<file path="config.mk">
export PLATFORM = sky130hd
export DESIGN_NAME = ppa_sub_pipe
export DESIGN_NICKNAME = d
export VERILOG_FILES = /design/src/rtl/ppa_sub_pipe.sv
export SDC_FILE = /design/constraint.sdc
export NUM_CORES = 1
export LEC_CHECK = 0
export CORE_ASPECT_RATIO = 0.75
export CORE_MARGIN = 10
export CORE_UTILIZATION = 40
export CTS_BUF_LIST = sky130_fd_sc_hd__clkbuf_16
export CTS_CLUSTER_SIZE = 24
export DETAILED_ROUTE_END_ITERATION = 7
export SYNTH_ARGS = -nofsm -noshare
export SYNTH_HDL_FRONTEND = slang
export SYNTH_SLANG_ARGS = --single-unit
</file>
<file path="constraint.sdc">
create_clock -name clk -period 7.1 [get_ports clk]
set_clock_uncertainty 0.1 [all_clocks]
set_input_delay 2.13 -clock clk [delete_from_list [all_inputs] [get_ports clk]]
set_output_delay 2.13 -clock clk [all_outputs]
set_load 0.01 [all_outputs]
</file>
<file path="src/rtl/ppa_sub_pipe.sv">
`default_nettype none
// ============================================================================
// Module      : ppa_sub_pipe
// Description : Three-stage pipelined Kogge-Stone subtractor (a + ~b + 1)
//               with valid/ready handshakes on both sides.
// Revision    : 1.0
// ============================================================================
module ppa_sub_pipe #(
    parameter int N = 16
) (
    input  logic         clk,
    input  logic         rst,
    input  logic         in_valid,
    output logic         in_ready,
    input  logic [N-1:0] a,
    input  logic [N-1:0] b,
    output logic         out_valid,
    input  logic         out_ready,
    output logic [N-1:0] diff,
    output logic         borrow
);

    localparam int c_lvls    = $clog2(N);
    localparam int c_s2_lvls = (c_lvls + 1) / 2;
    localparam int c_s3_lvls = c_lvls - c_s2_lvls;

    logic r_v1, r_v2, r_v3;
    logic w_en1, w_en2, w_en3;

    assign w_en3     = !r_v3 || out_ready;
    assign w_en2     = !r_v2 || w_en3;
    assign w_en1     = !r_v1 || w_en2;
    assign in_ready  = w_en1;
    assign out_valid = r_v3;

    always_ff @(posedge clk) begin
        if (rst) begin
            r_v1 <= 1'b0;
            r_v2 <= 1'b0;
            r_v3 <= 1'b0;
        end else begin
            if (w_en1) r_v1 <= in_valid;
            if (w_en2) r_v2 <= r_v1;
            if (w_en3) r_v3 <= r_v2;
        end
    end

    // Stage 1: per-bit propagate/generate with the carry-in of 1 folded into bit 0.
    logic [N-1:0] w_p0, w_g0;
    logic [N-1:0] r_p1, r_g1;

    assign w_p0 = a ^ ~b;
    assign w_g0 = a & ~b;

    always_ff @(posedge clk) begin
        if (w_en1 && in_valid) begin
            r_p1 <= w_p0;
            r_g1 <= {w_g0[N-1:1], w_g0[0] | w_p0[0]};
        end
    end

    // Stage 2: lower prefix levels.
    logic [N-1:0] w_g2 [0:c_s2_lvls];
    logic [N-1:0] w_p2 [0:c_s2_lvls];

    assign w_g2[0] = r_g1;
    assign w_p2[0] = r_p1;

    for (genvar k = 0; k < c_s2_lvls; k++) begin : g_s2_lvl
        localparam int c_d = 1 << k;
        for (genvar i = 0; i < N; i++) begin : g_bit
            if (i >= c_d) begin : g_cell
                assign w_g2[k+1][i] = w_g2[k][i] | (w_g2[k][i-c_d] & w_p2[k][i]);
                assign w_p2[k+1][i] = w_p2[k][i] & w_p2[k][i-c_d];
            end else begin : g_pass
                assign w_g2[k+1][i] = w_g2[k][i];
                assign w_p2[k+1][i] = w_p2[k][i];
            end
        end
    end

    logic [N-1:0] r_g2, r_p2, r_pb2;

    always_ff @(posedge clk) begin
        if (w_en2 && r_v1) begin
            r_g2  <= w_g2[c_s2_lvls];
            r_p2  <= w_p2[c_s2_lvls];
            r_pb2 <= r_p1;
        end
    end

    // Stage 3: remaining prefix levels; the last level needs no group propagate.
    logic [N-1:0] w_g3 [0:c_s3_lvls];
    logic [N-1:0] w_p3 [0:c_s3_lvls-1];

    assign w_g3[0] = r_g2;
    assign w_p3[0] = r_p2;

    for (genvar j = 0; j < c_s3_lvls; j++) begin : g_s3_lvl
        localparam int c_d = 1 << (c_s2_lvls + j);
        for (genvar i = 0; i < N; i++) begin : g_bit
            if (i >= c_d) begin : g_cell
                assign w_g3[j+1][i] = w_g3[j][i] | (w_g3[j][i-c_d] & w_p3[j][i]);
                if (j + 1 < c_s3_lvls) begin : g_p
                    assign w_p3[j+1][i] = w_p3[j][i] & w_p3[j][i-c_d];
                end
            end else begin : g_pass
                assign w_g3[j+1][i] = w_g3[j][i];
                if (j + 1 < c_s3_lvls) begin : g_p
                    assign w_p3[j+1][i] = w_p3[j][i];
                end
            end
        end
    end

    logic [N-1:0] w_diff;
    logic         w_borrow;
    logic [N-1:0] r_diff;
    logic         r_borrow;

    assign w_diff   = {r_pb2[N-1:1] ^ w_g3[c_s3_lvls][N-2:0], ~r_pb2[0]};
    assign w_borrow = ~w_g3[c_s3_lvls][N-1];

    always_ff @(posedge clk) begin
        if (rst) begin
            r_diff   <= '0;
            r_borrow <= 1'b0;
        end else if (w_en3 && r_v2) begin
            r_diff   <= w_diff;
            r_borrow <= w_borrow;
        end
    end

    assign diff   = r_diff;
    assign borrow = r_borrow;

endmodule
`default_nettype wire

</file>
# Yosys cells after proc, flatten, opt, wreduce, memory -nomap -nowiden
# Cells that the tools add are included.
word_totals:
  out_inout_bits: 19
  register_bits: 100
  latch_bits: 0
  mem_count: 0
  mem_bits_ro: 0
  ram_bits: 0
op_classes:
  order_cmp: 0
  n_div: 0
  add_sub_neg: 0
  bitwise_logic: 142
  n_eq_ne: 0
  shifts: 0
  n_mul: 0
  n_mux: 0
  reduce_logical: 9
op_table:
  columns: ["operator", "count"]
  rows:
  - ["bitwise AND 1 bit", 86]
  - ["bitwise OR 1 bit", 50]
  - ["bitwise AND 16 bit", 1]
  - ["NOT 16 bit", 1]
  - ["XOR 16 bit", 1]
  - ["XOR 15 bit", 1]
  - ["logical AND 1 bit", 3]
  - ["logical NOT 1 bit", 3]
  - ["logical OR 1 bit", 3]
  - ["NOT 1 bit", 2]

# Longest topological paths before layout
depth:
  depth_word: 5
  depth_mapped: 6

# Worst setup path before layout
# OpenSTA, ideal clock, no wires.
synth_timing:
  path_type: "input to register"
  start: "in out_ready"
  end: "reg r_g2[0], enable pin"
  arrival_ns: 5.413
  path_stages: 2
  required_time_ns: 6.487
  setup_slack_ns: 1.074
  path_buffers: 0
  cell_sequence: "nor2b_4 -> a21boi_0"
synth_via:
  elab_chain_cells: 3
synth_rtl:
  columns: ["item", "line_no", "source"]
  rows:
  - ["start, declared", "18", "input logic out_ready,"]
  - ["logical OR 1 bit", "30", "assign w_en3 = !r_v3 || out_ready;"]
  - ["logical OR 1 bit", "31", "assign w_en2 = !r_v2 || w_en3;"]
  - ["logical AND 1 bit", "85", "if (w_en2 && r_v1) begin"]
  - ["end signal, assigned", "86", "r_g2 <= w_g2[c_s2_lvls];"]
  - ["end, declared", "82", "logic [N-1:0] r_g2, r_p2, r_pb2;"]
# No other way between the ends.
# A chain may end at the register's enable or synchronous reset.

# Final worst setup path
layout_timing:
  start: "in out_ready"
  end: "out in_ready"
layout_via:
  elab_chain_cells: 3
layout_rtl:
  columns: ["item", "line_no", "source"]
  rows:
  - ["logical OR 1 bit", "30", null]
  - ["logical OR 1 bit", "31", null]
  - ["logical OR 1 bit", "32", "assign w_en1 = !r_v1 || w_en2;"]
  - ["end, declared", "14", "output logic in_ready,"]
# No other way between the ends.

==> impl_metrics.yaml <==
finish:
  syn_to_final_growth_pct: 25.3
  num_antenna_cells: 0
  layout-drive-gt1-share_pct: 7.78
  fin_nets: 407
  layout.cells.non_filler: 492
global_route:
  grtUsageTotal_pct: 10.4
  antenna_found_initial: 0
  grt_pass1_vias: 2373
  grt_pass1_wl_mm: 11.8
  grt_max_degree: 45
  overflow: 0
cts:
  clk_pin_slew_ns: 0.06
  clk_latency_ns: 0.33
  cts_resized: 0
  cts_tree: "yes"
  clockBufferDepth: 2
  cts.sinks: 96
  cts_hold_buf: 0
  cts_setup_buffers: 0
  cts_root_buf: "clkbuf_16"
  numCtsBuffers: 9
  htreeDepth: 3
routing:
  drt_wl_total_mm: 7.18
  wl_met2_mm: 2.89
  drt_drc_violations_left: 0
  drt_iter0_markers: 177
  drtPass1Iterations: 4
  routed.top_layer: "met4"
  viasPerCell: 4.75
  wl_met1_mm: 3.80
  dr_total_vias: 2338
  drt-wirelength-per-cell_um: 14.6
  final_antenna_net_count: 0
  met3_length_um: 414
logic_synthesis:
  synth_common_cells: "76 x edfxtp_1, 27 x nand2_1, 25 x a21oi_1, 24 x inv_1, 24 x nor2_1"
  syn_nets: 349
  syn_inst: 297
  yosysUniqueCellTypes: 35
  synth.area.top_cells: "edfxtp_1 58%, dfxtp_1 10%, ha_1 5.1%, a21oi_1 3.2%, nand2_1 2.6%"
  ys.flop_type: "edfxtp_1"
  yosysTopAreaCell: "edfxtp_1"
  yosys_warnings: 0
  netlist_area_um2: 3940
  syn_area_per_cell_um2: 13.3
  yosysSeqAreaShare_pct: 68.1
  synth.ff_latch_count: 96
  synth.most_common_cell: "edfxtp_1"
  async_reset_ff_share_pct: 0
  synth_edf_count: 76
  synth.top_cell.area_share_pct: 57.9
floorplanning:
  start_util_pct: 41.0
  die_h_um: 106
  die_w_um: 135
  num_rows: 31
  core_area_um2: 9620
  dieArea_um2: 14300
  io_pins: 55
placed_design:
  gp_congestion: 0.768
  hpwl_mm: 5.12
  dp.cells: 476
  portBuffers: 54
job:
  maxCapViolations: 0
worst_hold_path:
  whs_endpoint: "r_p2[0]"
  hp-class: "reg2reg"
  hold_path_startpoint: "r_p1[0]"
  worstHoldPathCells: 0
sta:
  finalHoldViolCount: 0
  post-route-period-util_pct: 80.4
  max_slew_margin_pct: 20.3
  final-setup-viol-count: 0
  slew_viol_final: 0
  fmax_mhz: 175
  tightest_slew_ns: 1.19
  layout_min_cycle_time_ns: 5.71
  timing.setup.tns_ns: 0
  rsz0062_at_grt: "false"
critical_path:
  worstSetupEndpointType: "output pin"
  critPathTopFamily: "buffers and inverters"
  rrSetupSlack_ns: 4.92
  cp_slowest_stage_delay_ns: 0.51
  required_ns: 4.87
  path_cells: "clkdlybuf4s50_1, nor2b_4, nand3_1, clkdlybuf4s50_1"
  cp-start-kind: "input pin"
  ff2ff_path_depth: 3
  cp_common_cell: "clkdlybuf4s50_1"
  crit_path_top_delay_cell: "clkdlybuf4s50_1"
  r2r-end: "diff[13]"
  cp.arrival_ns: 3.48
  path_buf_inv: 2
  regToRegStartpoint: "r_v2"
  crit_path_max_fanout: 7
  path_class: "in2out"
power:
  total_leakage_power_nw: 1.79
  power_density_nw_per_um2: 261
  ir_drop_uv: 163
status:
  status: "finished clean"
cells by family (layout without fill, tap and decap cells):
kind of cell / Yosys count / in the layout / synth area share, %
xor+xnor: 8 / 8 / 1.78
fa+ha+maj: 16 / 16 / 5.08
buf+inv: 32 / 95 / 3.81
compound gates: 61 / 61 / 10.4
flops: 96 / 96 / 68.1
simple gates: 84 / 84 / 10.9
where the power goes:
group / switching (mW) / total (mW) / internal [mW]
Sequential: 0.0254 / 0.678 / 0.653
Combinational: 0.0510 / 0.101 / 0.0500
Clock: 0.199 / 0.508 / 0.308
Total: 0.276 / 1.29 / 1.01
registers in the layout, summed over array words and instances, names as in the netlist:
name and cells:
diff 16, r_g1 16, r_g2 16, r_p1 16, r_pb2 15, r_p2 13
borrow 1, out_valid 1, r_v1 1, r_v2 1
area by class of cell:
| class | count | area [um^2] |
|---|---|---|
| Clock buffer | 9 | 225 |
| Clock inverter | 7 | 93.8 |
| Fill cell | 901 | 4680 |
| Inverter | 24 | 90.1 |
| Multi-Input combinational cell | 169 | 1130 |
| Sequential cell | 96 | 2680 |
| Tap cell | 132 | 165 |
| Timing Repair Buffer | 55 | 548 |
worst max-delay path by stage:
stage / from / depth (start not counted) / slack (ns) / endpoint
after global placement: out_ready / 4 / 1.41 / in_ready
after CTS: out_ready / 4 / 1.38 / in_ready
after global routing: out_ready / 4 / 1.34 / in_ready
final: out_ready / 4 / 1.39 / in_ready
after detailed placement: out_ready / 4 / 1.38 / in_ready
after floorplan: out_ready / 2 / 1.07 / r_g2[0]
cells in the final DEF (no fill, tap or decap), types with 2 or more instances in the layout:
cell type,synthesis,layout
o21bai_1,6,6
nand2_1,27,27
nand3b_1,8,8
nor4b_1,3,3
a211oi_2,4,4
nand2b_1,2,2
bufinv_16,0,2
o21ai_0,12,12
nor3_1,2,2
nand3_1,7,7
clkdlybuf4s50_1,0,54
inv_1,24,24
nor2_1,24,24
nor2b_1,3,3
clkbuf_16,0,9
a311o_1,3,3
ha_1,16,16
o211ai_2,3,3
dfxtp_1,20,20
nor3b_1,3,3
a21o_1,4,4
a21oi_1,25,25
edfxtp_1,76,76
xnor2_1,7,7
metal layers:
layer / global-route usage [%] / vias up
met5: 0 / -
met1: 14.6 / 1090
met3: 3.67 / 4
li1: - / 1190
met4: 4.19 / 0
met2: 14.3 / 54
per-stage QoR:
stage / hold WS, ns / util [%] / cell area (um^2) / worst slack [ns] / power [mW]
after floorplan: 0.300 / - / 3940 / 1.07 / 0.740
after global placement: 0.305 / 48.0 / 4620 / 1.41 / 0.790
after detailed placement: 0.307 / 48.0 / 4620 / 1.38 / 0.793
after CTS: 0.322 / 51.3 / 4940 / 1.38 / 1.30
after global routing: 0.346 / 51.3 / 4940 / 1.34 / 1.34
final: 0.320 / 51.3 / 4940 / 1.39 / 1.29
(Power assumes the default switching activity.)
==> RTL change 1, RTL diff (same flow settings) <==
Change the parameter `N` from 16 to 64.
--- a/src/rtl/ppa_sub_pipe.sv
+++ b/src/rtl/ppa_sub_pipe.sv
@@ -6,7 +6,7 @@
 // Revision    : 1.0
 // ============================================================================
 module ppa_sub_pipe #(
-    parameter int N = 16
+    parameter int N = 64
 ) (
     input  logic         clk,
     input  logic         rst,
Ports: changed (resized a, b and diff); port bits go from 55 to 199. The function was not compared with the original's and may differ.
==> RTL change 1 against the unedited design <==
- non-clock buffer count is 151 higher
- power rose to 4.1 times the old value
- utilization down 0.79 points
- synthesized area rose to 4.3 times the old value
- combinational power increased to 4.3 times the old value
- worst setup slack lost 0.22 ns
- count of clock-buffer cells in the layout up 32
- sequential cell count grew 284
- routed wire length increased to 6.6 times the old value
- final area rose to 4.2 times the old value
- largest power group unchanged
- highest routed layer unchanged
==> RTL change 1: results (changes against the unedited design) <==
- Outcome: completed
- First-pass GRT wire length: 71,900 um (+510%)
- Mapped Cells: 1,396 (+370%)
- # clk buffers: 41 (+32)
- Non-Filler Instances: 2,205 (+350%)
- GRT Total Usage: 0.183 (+0.0791)
- Sequential Area: 10,700 um2 (+300%)
- # port buffers: 198 (+270%)
- Num sequential: 380 (+300%)
- Plain + repair buffers: 206 (+270%)
- Post-layout util: 0.506 (-0.00789)
- Pleak: 7.66 nW (+330%)
- EDFF count, synth: 312 (+310%)
- Int Power: 4.02 mW (+300%)
- GRT met3 Usage: 0.0475 (+0.0108)
- Clk tree area frac: 0.0636 (-0.00104)
- DRT iter0 DRCs: 1,138 (+540%)
- Routed len/inst: 21.6 um (+48%)
- Clock group: 2.12 mW (+320%)
- Met1 Use GR: 0.275 (+0.129)
- Via density: 5.51 (+16%)
- CTS H-tree depth: 2 (-1)
- DR pass1 iterations: 5 (+1)
- Inverters: 93 (+290%)
- WL met3: 4270 um (+930%)
- Commonest cells in the netlist: edfxtp_1, nor2_1, a21oi_1
- Slew HR: 0.167 (-0.0365)
- Met2 routed WL: 19,300 um (+570%)
- DPL Wire Length: 35,300 um (+590%)
- Routability Congestion: 0.910 (+18%)
- Peak fanout along the critical path: 23 (+16)
[RTL change 1: cell types whose count changed in the layout (fill, tap and decap cells not counted), moves of 32 or more]
cell             change
a21o_1              +57
a21oi_1             +91
clkbuf_16           +32
clkdlybuf4s50_1    +143
dfxtp_1             +48
edfxtp_1           +236
ha_1                +48
inv_1               +71
nand2_1             +80
nand4_1             +63
nor2_1              +96
o21ai_0             +69
[RTL change 1: path summary, 6_finish.rpt]
| check | start | end | slack (ns) | depth (start not counted) |
|---|---|---|---|---|
| setup reg to reg | r_v2 | diff[55] | 4.50 | 3 |
| setup / recovery | out_ready | in_ready | 1.18 | 5 |
| hold / removal | r_p2[0] | diff[0] | 0.32 | 1 |
| hold reg to reg | r_p2[0] | diff[0] | 0.32 | 1 |
[RTL change 1: cell families after synthesis]
group	share of synthesized area
AOI/OAI and AO/OA	0.142
buffers and inverters	0.0284
and+or+nand+nor	0.125
xor gates and xnor gates	0.0162
adders and majority gates	0.0477
DFF	0.640
muxes	0.000597
==> RTL change 2, RTL diff (same settings) <==
Made on the original files. Make the reset (`rst`) asynchronous in 2 clocked blocks.
--- a/src/rtl/ppa_sub_pipe.sv
+++ b/src/rtl/ppa_sub_pipe.sv
@@ -33,7 +33,7 @@
     assign in_ready  = w_en1;
     assign out_valid = r_v3;
 
-    always_ff @(posedge clk) begin
+    always_ff @(posedge clk or posedge rst) begin
         if (rst) begin
             r_v1 <= 1'b0;
             r_v2 <= 1'b0;
@@ -121,7 +121,7 @@
     assign w_diff   = {r_pb2[N-1:1] ^ w_g3[c_s3_lvls][N-2:0], ~r_pb2[0]};
     assign w_borrow = ~w_g3[c_s3_lvls][N-1];
 
-    always_ff @(posedge clk) begin
+    always_ff @(posedge clk or posedge rst) begin
         if (rst) begin
             r_diff   <= '0;
             r_borrow <= 1'b0;
Formal check against the unedited RTL: differs if rst is asserted again (counterexample within 4 cycles, from zero or initial values and one cycle with rst high); with rst held inactive, the same outputs for 10 cycles.
==> RTL change 2 against the unedited design <==
- clock power fell by 14%
- synthesized cell count fell by 8.8%
- worst setup slack improved by 0.13 ns
- utilization rose by 0.92 points
- final area fell by 2.3%
- synthesized area fell by 2.0%
- highest routed layer unchanged
- non-clock buffer count did not move
- routed wire length fell by 13%
- sequential cell count did not move
- power rose by 5.4%
- via count fell by 9.6%
==> RTL change 2: results (changes against the unedited design) <==
- Outcome: completed
- Share of cells above drive strength 1: 0.0796 (+0.00187)
- Reg-to-Reg Start: out_valid
- GRT Total Usage: 0.0925 (-0.0119)
- Synth unique cells: 27 (-23%)
- Reg2reg setup slack: 5.19 ns (+0.27 ns)
- Fillers: 808 (-10%)
- Complex-gate fraction of the synthesized area: 0.0966 (-0.00693)
- DPL Wire Length: 4680 um (-8.5%)
- Largest family of logic cells by synthesized area: compound AO/OA/AOI/OAI gates
- First-pass GRT wire length: 10,200 um (-14%)
- Async SR Flop Fraction: 0.208 (+0.208)
- WL met3: 516 um (+25%)
- GRT met3 Usage: 0.0464 (+0.00972)
- Placed cells: 451 (-5.3%)
- Via density: 4.52 (-4.8%)
- Reg2Reg Capture Point: r_pb2[9]
- Peak fanout along the critical path: 3 (-4)
- M1 WL: 3240 um (-15%)
- Grt met2 use: 0.118 (-0.0254)
- Vias in the first global route: 2,090 (-12%)
- Routed len/inst: 13.4 um (-8.5%)
- Met1 Use GR: 0.129 (-0.0169)
- Non-Filler Instances: 467 (-5.1%)
- Worst Min Path Start: r_p1[0]
- Commonest cells in the netlist: edfxtp_1, nand2_1, inv_1
- Routability Congestion: 0.764 (-0.57%)
- Synth top area cells: edfxtp_1, dfrtp_1, ha_1, nand2_1, o21ai_0
- Nets: 386 (-5.2%)
- Avg Cell Area, Syn: 14.2 um2 (+7.4%)
- Slew HR: 0.344 (+0.141)
- Max VDD drop: 128 uV (-21%)
- Met2 routed WL: 2420 um (-16%)
- Synth Area in XOR/XNOR: 0.0340 (+0.0163)
- Synth Net Count: 323 (-7.4%)
- Seq/Total Area, Yosys: 0.721 (+0.0401)
- Setup WS post-layout: 1.52 ns (+0.128 ns)
## RTL change 2: cell count changes in the layout (fill, tap and decap cells not counted), sizes merged, moves of 5 or more
cell / delta
nand3b: -8
a21oi: -8
dfrtp: +20
a211oi: -5
nand2: +10
o21ai: +15
nor2: -14
dfxtp: -20
## RTL change 2: per-stage QoR
stage	area [um2]	hold WS, ns
after floorplan	3860	0.300
after global placement	4550	0.313
after detailed placement	4550	0.315
after CTS	4830	0.331
after global routing	4830	0.342
final	4830	0.325
## RTL change 2: area by class of cell
class | count | area (um2) | share of cell area
multi-input combinational | 151 | 980 | 0.203
sequential | 96 | 2780 | 0.577
timing repair buffer | 55 | 548 | 0.114
clock inverter | 6 | 26.3 | 0.00544
clock buffer | 10 | 250 | 0.0519
inverter | 21 | 78.8 | 0.0163
tap | 128 | 160 | 0.0332
## RTL change 2: where the power goes
group          leakage (nW)  switching [mW]  internal, mW
Sequential            0.980          0.0391         0.690
Clock                 0.152           0.182         0.253
Combinational         0.753          0.0920         0.100
Total                  1.88           0.313          1.04
